===== config.mk =====
export PLATFORM = sky130hd
export DESIGN_NAME = mul_alu
export DESIGN_NICKNAME = d
export VERILOG_FILES = /design/src/rtl/mul_pkg.sv /design/src/rtl/mul_alu_booth_enc.sv /design/src/rtl/mul_alu.sv
export SDC_FILE = /design/constraint.sdc
export NUM_CORES = 1
export LEC_CHECK = 0
export CAP_MARGIN = 25
export CORE_ASPECT_RATIO = 0.75
export CORE_MARGIN = 1
export CORE_UTILIZATION = 50
export DETAILED_ROUTE_END_ITERATION = 10
export MAX_ROUTING_LAYER = met4
export PLACE_DENSITY = 0.8
export REMOVE_ABC_BUFFERS = 1
export SYNTH_ARGS = -nofsm -noshare
export SYNTH_HDL_FRONTEND = slang
export SYNTH_SLANG_ARGS = --single-unit

===== constraint.sdc =====
create_clock -name cpu_clk -period 6.6 [get_ports cpu_clk]
set_clock_uncertainty 0.05 [all_clocks]
set_input_delay 0.66 -clock cpu_clk [delete_from_list [all_inputs] [get_ports cpu_clk]]
set_output_delay 0.66 -clock cpu_clk [all_outputs]
set_load 0.01 [all_outputs]

===== src/rtl/mul_pkg.sv =====
// Shared types and constants for the radix-4 Booth MULT/MULTU unit.
// Holds the FSM state encoding, the iteration count and the Booth digit code.
package mul_pkg;

  localparam int MUL_ITER = 17;
  localparam int CNT_W    = 5;

  typedef enum logic [1:0] {
    ST_IDLE = 2'd0,
    ST_RUN  = 2'd1,
    ST_DONE = 2'd2
  } mul_state_e;

  // Digit magnitude is selected by two/one, sign by neg; all-zero means digit 0.
  typedef struct packed {
    logic neg;
    logic two;
    logic one;
  } booth_t;

endpackage


===== src/rtl/mul_alu_booth_enc.sv =====
// Radix-4 Booth recoder: maps {b[2i+1], b[2i], b[2i-1]} to a {neg, two, one} digit.
// Purely combinational; the partial-product mux lives in the parent.
module mul_alu_booth_enc
  import mul_pkg::*;
(
  input  logic [2:0] window,
  output booth_t     digit
);

  always_comb begin
    digit = '0;
    unique case (window)
      3'b000, 3'b111: digit = '0;
      3'b001, 3'b010: digit = '{neg: 1'b0, two: 1'b0, one: 1'b1};
      3'b011:         digit = '{neg: 1'b0, two: 1'b1, one: 1'b0};
      3'b100:         digit = '{neg: 1'b1, two: 1'b1, one: 1'b0};
      3'b101, 3'b110: digit = '{neg: 1'b1, two: 1'b0, one: 1'b1};
      default:        digit = '0;
    endcase
  end

endmodule


===== src/rtl/mul_alu.sv =====
// Multi-cycle 32x32->64 multiplier (MULT/MULTU), radix-4 Booth, two bits per cycle.
// start/mul_is_running/done: start is a one-cycle pulse honoured only in IDLE; done pulses once per accepted start.
module mul_alu
  import mul_pkg::*;
#(
  parameter int MUL_WIDTH = 32
) (
  input  logic                 cpu_clk,
  input  logic                 cpu_rst,
  input  logic                 signed_op,
  input  logic [MUL_WIDTH-1:0] multiplicand,
  input  logic [MUL_WIDTH-1:0] multiplier,
  input  logic                 start,
  output logic                 mul_is_running,
  output logic [MUL_WIDTH-1:0] product_hi,
  output logic [MUL_WIDTH-1:0] product_lo,
  output logic                 done,
  output mul_state_e           dbg_state
);

  localparam int EXT_W = MUL_WIDTH + 2;
  localparam int ACC_W = MUL_WIDTH + 4;

  mul_state_e           state_q, state_d;
  logic [CNT_W-1:0]     cnt_q, cnt_d;
  logic [ACC_W-1:0]     acc_q, acc_d;
  logic [EXT_W-1:0]     mplr_q, mplr_d;
  logic                 prev_q, prev_d;
  logic [EXT_W-1:0]     mcand_q, mcand_d;
  logic [MUL_WIDTH-1:0] hi_q, hi_d;
  logic [MUL_WIDTH-1:0] lo_q, lo_d;
  logic                 done_q, done_d;

  booth_t           digit;
  logic [ACC_W-1:0] mcand_acc;
  logic [ACC_W-1:0] pp_mag;
  logic [ACC_W-1:0] pp;
  logic [ACC_W-1:0] sum;
  logic [ACC_W-1:0] acc_sh;
  logic [EXT_W-1:0] mplr_sh;
  logic [EXT_W-1:0] a_ext;
  logic [EXT_W-1:0] b_ext;

  mul_alu_booth_enc u_booth_enc (
    .window ({mplr_q[1:0], prev_q}),
    .digit  (digit)
  );

  // Extend to 34 bits so a single signed Booth datapath serves MULT and MULTU.
  assign a_ext = signed_op ? {{2{multiplicand[MUL_WIDTH-1]}}, multiplicand}
                           : {2'b00, multiplicand};
  assign b_ext = signed_op ? {{2{multiplier[MUL_WIDTH-1]}}, multiplier}
                           : {2'b00, multiplier};

  always_comb begin
    mcand_acc = {{2{mcand_q[EXT_W-1]}}, mcand_q};
    pp_mag    = '0;
    if (digit.two)      pp_mag = mcand_acc << 1;
    else if (digit.one) pp_mag = mcand_acc;
    pp      = digit.neg ? (~pp_mag + 1'b1) : pp_mag;
    sum     = acc_q + pp;
    acc_sh  = {{2{sum[ACC_W-1]}}, sum[ACC_W-1:2]};
    mplr_sh = {sum[1:0], mplr_q[EXT_W-1:2]};
  end

  always_comb begin
    state_d = state_q;
    cnt_d   = cnt_q;
    acc_d   = acc_q;
    mplr_d  = mplr_q;
    prev_d  = prev_q;
    mcand_d = mcand_q;
    hi_d    = hi_q;
    lo_d    = lo_q;
    done_d  = 1'b0;
    unique case (state_q)
      ST_IDLE: begin
        if (start) begin
          if ((multiplicand == '0) || (multiplier == '0)) begin
            state_d = ST_DONE;
            hi_d    = '0;
            lo_d    = '0;
            done_d  = 1'b1;
          end else begin
            state_d = ST_RUN;
            mcand_d = a_ext;
            mplr_d  = b_ext;
            prev_d  = 1'b0;
            acc_d   = '0;
            cnt_d   = CNT_W'(MUL_ITER - 1);
          end
        end
      end
      ST_RUN: begin
        acc_d  = acc_sh;
        mplr_d = mplr_sh;
        prev_d = mplr_q[1];
        cnt_d  = cnt_q - 1'b1;
        if (cnt_q == '0) begin
          // After the last shift the product sits in {acc, mplr}; keep its low 64 bits.
          state_d = ST_DONE;
          done_d  = 1'b1;
          hi_d    = {acc_sh[MUL_WIDTH-3:0], mplr_sh[EXT_W-1:MUL_WIDTH]};
          lo_d    = mplr_sh[MUL_WIDTH-1:0];
        end
      end
      ST_DONE: state_d = ST_IDLE;
      default: state_d = ST_IDLE;
    endcase
  end

  always_ff @(posedge cpu_clk or posedge cpu_rst) begin
    if (cpu_rst) begin
      state_q <= ST_IDLE;
      cnt_q   <= '0;
      acc_q   <= '0;
      mplr_q  <= '0;
      prev_q  <= 1'b0;
      mcand_q <= '0;
      hi_q    <= '0;
      lo_q    <= '0;
      done_q  <= 1'b0;
    end else begin
      state_q <= state_d;
      cnt_q   <= cnt_d;
      acc_q   <= acc_d;
      mplr_q  <= mplr_d;
      prev_q  <= prev_d;
      mcand_q <= mcand_d;
      hi_q    <= hi_d;
      lo_q    <= lo_d;
      done_q  <= done_d;
    end
  end

  assign mul_is_running = (state_q == ST_RUN);
  assign product_hi     = hi_q;
  assign product_lo     = lo_q;
  assign done           = done_q;
  assign dbg_state      = state_q;

endmodule


==> impl_results.md, run 1 <==
- Final #Nets: 1385
- RSZ-0062 raised after global routing: no
- Setup crit start kind: flop
- Final Max Tran Viols: 0
- Post-CTS sizing: 0
- Max frequency: 170 MHz
- Max-Cap Viols: 0
- Share of layout cells above drive strength 1: 0.0730
- Post-Synth Simple-Gate Area: 0.189
- Final setup TNS: 0 ps
- Delay-heaviest family, CP: compound AO/OA/AOI/OAI gates
- Worst hold margin: 432 ps
- Synth Flop Type: dfrtp_1
- Main combinational cell family by area after synthesis: compound AO/OA/AOI/OAI gates
- Die Area: 0.0209 mm2
- CP Buf/Inv Count: 0
- Total CTS buffers: 17
- H-tree depth: 4
- Grt total ovfl: 0
- DR iter-0 viols: 812
- Diodes inserted: 0
- Cell taking the most area after synthesis: dfrtp_1
- Top cells by area, synth: dfrtp_1 43%, nand2_1 9.5%, ha_1 5.1%, o21ai_0 5.0%, a21oi_1 3.5%
- First-pass GRT wire length: 46200 um
- Ys async rst share: 1.00
- Worst-path fanout max: 24
- Overall routing resource usage: 0.288
- Initial core utilization: 0.518
- Area of the mapped netlist: 0.0101 mm2
- # rows: 44
- DR pass1 iterations: 11
- CTS tree: yes
- GPL Wtd Cong: 0.950
- Warnings from Yosys: 0
- Critical path arrival: 6210 ps
- DR DRC count: 6
- Routed len/inst: 18.4 um
- Syn Inst Count: 1169
- Root Buffer: clkbuf_16
- Util after Layout: 0.630
- Post-route cell area: 0.0123 mm2
- Post-DP HPWL: 20200 um
- Buffers added on ports: 135
- Multiplexer share of the synthesized area: 0.0438
- FF+latch count, synth: 174
- Adder-cell share of the synthesized area: 0.0525
- Unique masters post-synth: 62
- Violated checks: DRC
- Final antenna-violating net count: 0
- CTS hold repair buffers: 0
- Most common cell in the netlist: nand2_1
- EDFF count, synth: 0
- Outcome: complete, but fails checks
- Reg clk slew, reported paths: 70 ps
- Vias in the first global route: 8689
- Die Y: 125 um
- Number of post-CTS setup repair buffers: 0
- Crit-path slowest cell: mux2_2
- CP max stage delay: 470 ps
- Vias per std cell: 5.94
- Crit. End Element: flop
- Register area share after synthesis: 0.429
- Synth Area in XOR/XNOR: 0.0553
- Setup violators final: 0
- Syn-to-layout area delta: 21.7%
- Final Hold Vio Count: 0
- Worst hold path class: reg -> reg
- Total Routed Length: 28400 um
- CP Data Required Time: 6920 ps
- Area after DPL: 0.0117 mm2
- Syn_area_per_cell: 8.68 um2
- CTS Buffer Depth: 2
- Clock Sinks: 174
- Io pins: 136
- Initial antenna violation count: 0
- Via count: 9153
- Cell Chain, Critical Path: ha_1, mux2_2, a21oi_1, ha_1, nand3_1, nor4_2, o21ai_1, or2_1, or3_1, o21ai_0, xor2_1, ha_1, a21oi_1, nand2_1, o21ai_0, nand3b_1, o21ai_0, o211ai_1, a21bo_1, a211oi_2, nand3b_1
- Core Area: 0.0196 mm2
- Worst Setup Path Type: reg -> reg
- Largest net degree at the start of global routing: 82
- Chip Width: 166 um
- Worst-Margin Slew: 836 ps
- Top-area cell type share of the netlist area: 0.429
- List of most frequent post-synthesis cells: 258 x nand2_1, 174 x dfrtp_1, 102 x o21ai_0, 71 x nor2_1, 70 x a21oi_1
- Min Tclk post-route: 5890 ps
- Tcrit/Tclk final: 0.892
- Skew-Pair Late Insertion Delay: 450 ps
- Slew HR: 0.438
- Synth Area in Compound Gates: 0.195
==> registers in the layout, summed over array words and instances (netlist names) <==
register,cells
acc_q,34
mplr_q,34
mcand_q,33
product_hi,32
product_lo,32
cnt_q,5
dbg_state,2
done,1
prev_q,1
==> path summary, 6_finish.rpt <==
path	start	endpoint	slack [ps]	depth (start not counted)
max in group asynchronous	cpu_rst	mcand_q[22]	4680	3
worst min-delay path	product_hi[30]	product_hi[30]	430	2
worst max-delay path	mplr_q[0]	acc_q[34]	710	21
worst max register to register	mplr_q[0]	acc_q[34]	710	21
worst min register to register	product_hi[30]	product_hi[30]	430	2
min in group asynchronous	cpu_rst	product_lo[17]	590	2
==> final cells by class <==
class / instances / area (um2)
Fill cell: 1634 / 7260
Timing Repair Buffer: 151 / 1470
Clock inverter: 15 / 200
Inverter: 28 / 110
Multi-Input combinational cell: 903 / 5460
Sequential cell: 174 / 4350
Tap cell: 253 / 317
Clock buffer: 17 / 425
==> through the flow <==
stage               cells  setup WS (ps)
floorplan            1105           1150
global placement     1509           1030
finish               1541            710
global route         1541            320
CTS                  1541            783
detailed placement   1509            852
==> placed cells by master, fill, tap and decap left out, types with 11 or more instances in the layout <==
cell	count
mux2_2	31
inv_1	26
ha_1	41
nand2_1	258
o21ai_0	102
o31ai_1	12
xor2_1	33
and3_1	14
nor2_1	71
a21o_1	12
nand3_1	17
a21oi_1	69
a31oi_1	42
nor4_1	22
dfrtp_1	174
clkbuf_16	17
clkdlybuf4s50_1	135
buf_4	16
a22o_1	11
nor3_1	14
xnor2_1	31
==> kinds of logic after synthesis <==
logic type | Yosys count
DFF | 174
buffers and inverters | 92
adders and majority gates | 42
AOI/OAI and AO/OA | 318
xor gates and xnor gates | 64
and+or+nand+nor | 441
muxes | 38
==> tightest hold or removal path, delay by kind of cell (launching register included) <==
kind	cells	cell delay (ps)
AO/OA/AOI/OAI	1	50
flip-flops	1	340
AND/OR/NAND/NOR	1	50
==> per-layer routing <==
| metal | global-route usage | wire (um) | vias to the layer above | share of wire |
|---|---|---|---|---|
| li1 | - | - | 4349 | - |
| met4 | 0.0817 | 442 | 0 | 0.016 |
| met5 | - | 0 | - | 0 |
| met2 | 0.413 | 12400 | 381 | 0.44 |
| met3 | 0.0554 | 2090 | 39 | 0.073 |
| met1 | 0.415 | 13500 | 4384 | 0.47 |
Power of run 1 is left out: the tool's default activity adds up to more than one toggle a clock period on the data nets, which glitch-free logic cannot reach.
==> run 2: changes to the inputs <==
- CORE_ASPECT_RATIO: 0.75 -> 1.4
==> run 2 against run 1 <==
Compared with the run above: the run now ends clean; sequential cell count unchanged; critical path depth fell by 1; setup slack improved by 160 ps; global-route usage decreased by 2.6 points; routed wire length is 11% lower; fmax is 2.9% higher; core utilization shrank 0.98 points; critical path type unchanged; die area about the same; critical endpoint unchanged; hold slack got worse by 6.0 ps; non-clock buffer count decreased by 2.
==> impl_results.md, run 2 (same netlist as run 1, synthesis figures left out) <==
- Final Hold Vio Count: 0 (unchanged)
- Final #Nets: 1383 (-0.14%)
- Min Tclk post-route: 5730 ps (-164 ps)
- Met2 Use GR: 0.424 (+0.0113)
- Overall routing resource usage: 0.262 (-0.0261)
- Skew-Pair Late Insertion Delay: 440 ps (about the same)
- Leading cell type in the layout, fill and taps excluded: nand2_1
- Io pins: 136 (unchanged)
- Core Area: 0.0198 mm2 (+1.3%)
- CP max stage delay: 540 ps (+70 ps)
- Diodes inserted: 0 (unchanged)
- Reg clk slew, reported paths: 70 ps (about the same)
- Buffers added on ports: 135 (unchanged)
- First-pass GRT wire length: 42100 um (-8.7%)
- Initial antenna violation count: 0 (unchanged)
- Largest net degree at the start of global routing: 111 (+35%)
- Vias per std cell: 5.81 (-2.3%)
- Max frequency: 175 MHz (+2.9%)
- Crit-path slowest cell: mux2i_4
- Met3 Use GR: 0.0347 (-0.0207)
- Die Y: 171 um (+36%)
- Top flop regs: acc_q: 34 flops, mplr_q: 34 flops, mcand_q: 33 flops
- GR peak layer: met2
- Util after Layout: 0.620 (-0.00980)
- Initial core utilization: 0.511 (-0.00640)
- Syn-to-layout area delta: 21.3%
- Placed Instances: 1505 (-0.27%)
- Worst setup endpoint: acc_q[34]
- CTS tree: yes
- RSZ-0062 raised after global routing: no
- Total Routed Length: 25300 um (-11%)
- Via count: 8918 (-2.6%)
- Post-CTS sizing: 0 (unchanged)
- Cell Chain, Critical Path: ha_1, mux2i_4, mux2i_4, nand3_1, nor4_2, o21ai_1, or2_1, or3_1, o21ai_0, xor2_1, ha_1, a21oi_1, nand2_1, o21ai_0, nand3b_1, o21ai_0, o211ai_1, a21bo_1, a211oi_2, nand3b_1
- Number of post-CTS setup repair buffers: 0 (unchanged)
- Worst hold path class: in -> async
- DR DRC count: 0 (-6)
- Worst-Margin Slew: 805 ps (-30.9 ps)
- DR pass1 iterations: 6 (-5)
- Tcrit/Tclk final: 0.868 (-0.0249)
- Critical path launch point: mplr_q[0]
- Chip Width: 122 um (-26%)
- Flop-to-flop setup slack: 870 ps (+160 ps)
- Met1 Resource Use GR: 0.344 (-0.0708)
- Clock Sinks: 174 (unchanged)
- Share of layout cells above drive strength 1: 0.0701 (-0.00289)
- GPL Wtd Cong: 0.960 (+0.98%)
- CP Data Required Time: 6920 ps (about the same)
- Worst Setup Path Type: reg -> reg
- H-tree depth: 4 (unchanged)
- Commonest non-fill, non-tap cells in the layout: 258 x nand2_1, 174 x dfrtp_1, 135 x clkdlybuf4s50_1, 102 x o21ai_0, 71 x nor2_1
- Final antenna-violating net count: 0 (unchanged)
- # rows: 61 (+39%)
- Routed len/inst: 16.5 um (-10%)
- CTS hold repair buffers: 0 (unchanged)
- Final setup TNS: 0 ps (unchanged)
- Slew HR: 0.463 (+0.0258)
- DR iter-0 viols: 540 (-33%)
- Post-DP HPWL: 18600 um (-7.9%)
- Final non-filler cell total: 1536 (-0.32%)
- R2R Path Start: mplr_q[0]
- Critical path arrival: 6040 ps (-170 ps)
- Most used cell, CP: o21ai_0
- RR Endpoint: acc_q[34]
- Worst r2r path cells: 20 (-4.8%)
- Crit. End Element: flop
- Vias in the first global route: 8432 (-3.0%)
- Die Area: 0.0209 mm2 (about the same)
- CTS Buffer Depth: 2 (unchanged)
- Root Buffer: clkbuf_16
- Setup crit start kind: flop
- Setup violators final: 0 (unchanged)
- Max-Cap Viols: 0 (unchanged)
- Grt total ovfl: 0 (unchanged)
- Outcome: completed
- Total CTS buffers: 17 (unchanged)
- Worst-path fanout max: 19 (-21%)
- Final Max Tran Viols: 0 (unchanged)
run 2: cell types whose count changed in the layout (fill, tap and decap cells not counted):
cell / change
clkinvlp_4: +3
buf_4: -4
inv_6: -2
buf_16: +2
clkbuf_8: +2
bufinv_16: -1
inv_8: -2
clkinv_8: -3
clkinv_2: +1
run 2: worst min path at each step:
stage,start,to,cells past startpoint
6_report,cpu_rst,mplr_q[15],2
3_3_place_gp,product_lo[15],product_lo[15],2
4_1_cts,product_hi[29],product_hi[29],2
3_5_place_dp,product_hi[29],product_hi[29],2
5_1_grt,cpu_rst,mplr_q[13],2
2_1_floorplan,acc_q[10],acc_q[10],2
run 2: critical path, delay by kind of cell (launching register included):
kind / cells / cell delay (ps)
multiplexers: 2 / 920
flip-flops: 1 / 420
AO/OA/AOI/OAI: 8 / 1920
AND/OR/NAND/NOR: 7 / 1520
adder cells (fa/ha/maj): 2 / 620
XOR/XNOR: 1 / 210
run 2: layout make-up:
| type | instances | area, um2 |
|---|---|---|
| sequential | 174 | 4350 |
| fill | 1728 | 7540 |
| timing repair buffer | 149 | 1500 |
| multi-input combinational | 903 | 5460 |
| inverter | 28 | 110 |
| clock buffer | 19 | 453 |
| tap | 252 | 315 |
| clock inverter | 11 | 109 |
run 2: metrics by stage:
| stage | instance area, um2 | setup slack, ps | hold slack [ps] |
|---|---|---|---|
| floorplan | 9900 | 1150 | 402 |
| global placement | 11700 | 1110 | 410 |
| detailed placement | 11700 | 917 | 415 |
| CTS | 12300 | 903 | 430 |
| global route | 12300 | 384 | 442 |
| finish | 12300 | 874 | 426 |
run 2: metal layers:
layer  routed length, um  share of wire  vias to the layer above
met1               11200           0.44                     4276
met5                   0              0                        -
met3                1350          0.053                       28
met2               12500           0.49                      269
li1                    -              -                     4345
met4                 362          0.014                        0
Power of run 2 is left out for the same reason.
==> run 3: changes to the inputs <==
- CORE_UTILIZATION: 50 -> 40
- PLACE_DENSITY: 0.8 -> 0.67
==> run 3 against run 2 <==
Compared with the run above: setup slack gained 86 ps; critical path type unchanged; largest cell class unchanged; sequential cell count stayed put; via count is 3.3% lower; highest routed layer unchanged; fmax increased by 1.5%; die area increased by 25%; final cell count grew 4.4%; sequential share of layout area decreased by 0.25 points; global-route usage decreased by 4.3 points.
==> impl_results.md, run 3 (same netlist as run 1, synthesis figures left out) <==
- Outcome: completed
- CP Data Required Time: 6920 ps (about the same)
- CTS Buffer Depth: 2 (unchanged)
- # rows: 68 (+11%)
- Final Max Tran Viols: 0 (unchanged)
- CTS tree: yes
- RSZ-0062 raised after global routing: no
- Tcrit/Tclk final: 0.855 (-0.0130)
- GPL Wtd Cong: 0.880 (-8.3%)
- Largest net degree at the start of global routing: 73 (-34%)
- Io pins: 136 (unchanged)
- Final #Nets: 1384 (+0.072%)
- Grt total ovfl: 0 (unchanged)
- Setup crit start kind: flop
- Reg clk slew, reported paths: 70 ps (about the same)
- Post-CTS sizing: 0 (unchanged)
- Max-Cap Viols: 0 (unchanged)
- DR iter-0 viols: 426 (-21%)
- Chip Width: 137 um (+12%)
- Critical path arrival: 5960 ps (-80 ps)
- Setup violators final: 0 (unchanged)
- Vias per std cell: 5.38 (-7.3%)
- Final setup TNS: 0 ps (unchanged)
- Slew HR: 0.500 (+0.0367)
- Root Buffer: clkbuf_16
- Initial core utilization: 0.410 (-0.101)
- Post-DP HPWL: 19400 um (+4.1%)
- Core Area: 0.0248 mm2 (+25%)
- Clock Sinks: 174 (unchanged)
- Number of post-CTS setup repair buffers: 0 (unchanged)
- Die Area: 0.0260 mm2 (+25%)
- Crit. End Element: flop
- Hold Path Depth: 2
- Max frequency: 177 MHz (+1.5%)
- Syn-to-layout area delta: 22.1%
- Final antenna-violating net count: 0 (unchanged)
- DR DRC count: 0 (unchanged)
- Via count: 8626 (-3.3%)
- WHS Endpoint: product_hi[19]
- Worst-Margin Slew: 748 ps (-56.7 ps)
- Vias in the first global route: 8506 (+0.88%)
- Buffers added on ports: 135 (unchanged)
- Overall routing resource usage: 0.220 (-0.0425)
- Skew-Pair Late Insertion Delay: 440 ps (about the same)
- Multi-input combinational cell area: 0.00546 mm2 (unchanged)
- Die Y: 190 um (+12%)
- Commonest non-fill, non-tap cells in the layout: 258 x nand2_1, 174 x dfrtp_1, 135 x clkdlybuf4s50_1, 102 x o21ai_0, 71 x nor2_1
- Worst-path fanout max: 16 (-3)
- Share of layout cells above drive strength 1: 0.0715 (+0.00139)
- Leading cell type in the layout, fill and taps excluded: nand2_1
- Worst r2r path cells: 24 (+20%)
- Fill cell count: 2341 (+35%)
- Reg area: 0.00435 mm2 (unchanged)
- RR Endpoint: acc_q[34]
- Worst Setup Path Type: reg -> reg
- H-tree depth: 4 (unchanged)
- Top flop regs: acc_q: 34 flops, mplr_q: 34 flops, mcand_q: 33 flops
- R2R Path Start: mplr_q[0]
- Final Hold Vio Count: 0 (unchanged)
- DR pass1 iterations: 5 (-1)
- Critical hold path startpoint: product_hi[19]
- Min Tclk post-route: 5640 ps (-85.9 ps)
- Routed len/inst: 16.4 um (-0.91%)
- Total CTS buffers: 17 (unchanged)
- Flop-to-flop setup slack: 960 ps (+90 ps)
- Initial antenna violation count: 1 (+1)
- First-pass GRT wire length: 43300 um (+2.8%)
- Worst hold path class: reg -> reg
- Total Routed Length: 26200 um (+3.4%)
- CTS hold repair buffers: 0 (unchanged)
## run 3: area by class of cell
type                       count  share of cell area
multi-input combinational    903               0.441
clock inverter                12              0.0100
inverter                      28             0.00889
sequential                   174               0.351
antenna                        1            0.000202
timing repair buffer         150               0.120
clock buffer                  20              0.0369
tap                          315              0.0318
## run 3: how the worst max path moves through the flow
stage / startpoint / endpoint / depth (start not counted)
floorplan: mplr_q[0] / acc_q[34] / 18
global placement: mplr_q[0] / acc_q[34] / 24
detailed placement: mplr_q[0] / acc_q[34] / 24
CTS: mplr_q[0] / acc_q[34] / 24
global route: mplr_q[0] / acc_q[34] / 24
finish: mplr_q[0] / acc_q[34] / 24
## run 3: stage by stage
step,area [um2],cells,utilization,hold slack (ps),setup slack (ps)
floorplan,9900,1105,-,402,1150
global placement,11800,1569,0.476,410,1130
detailed placement,11800,1570,0.477,419,1040
CTS,12400,1602,0.500,432,984
global route,12400,1603,0.500,452,514
finish,12400,1603,0.500,428,960
## run 3: critical path, stage by stage (launching register included)
cell	delay, ps
dfrtp_1	400
inv_1	60
ha_1	200
mux2_2	360
nor2_1	70
buf_4	180
nand2_1	90
ha_1	190
nand3_1	130
nor4_2	310
o21ai_1	150
or2_1	310
or3_1	450
o21ai_0	220
xor2_1	210
ha_1	330
a21oi_1	230
nand2_1	70
o21ai_0	280
nand3b_1	110
o21ai_0	390
o211ai_1	210
a21bo_1	220
a211oi_2	200
nand3b_1	130
## run 3: metal layers
layer  vias up  global-route usage  routed length [um]
li1       4341                   -                   -
met1      4061               0.274               11800
met2       199               0.358               12700
met3        25              0.0383                1300
met4         0              0.0731                 393
met5         -                   -                   0
Power of run 3 is left out for the same reason.
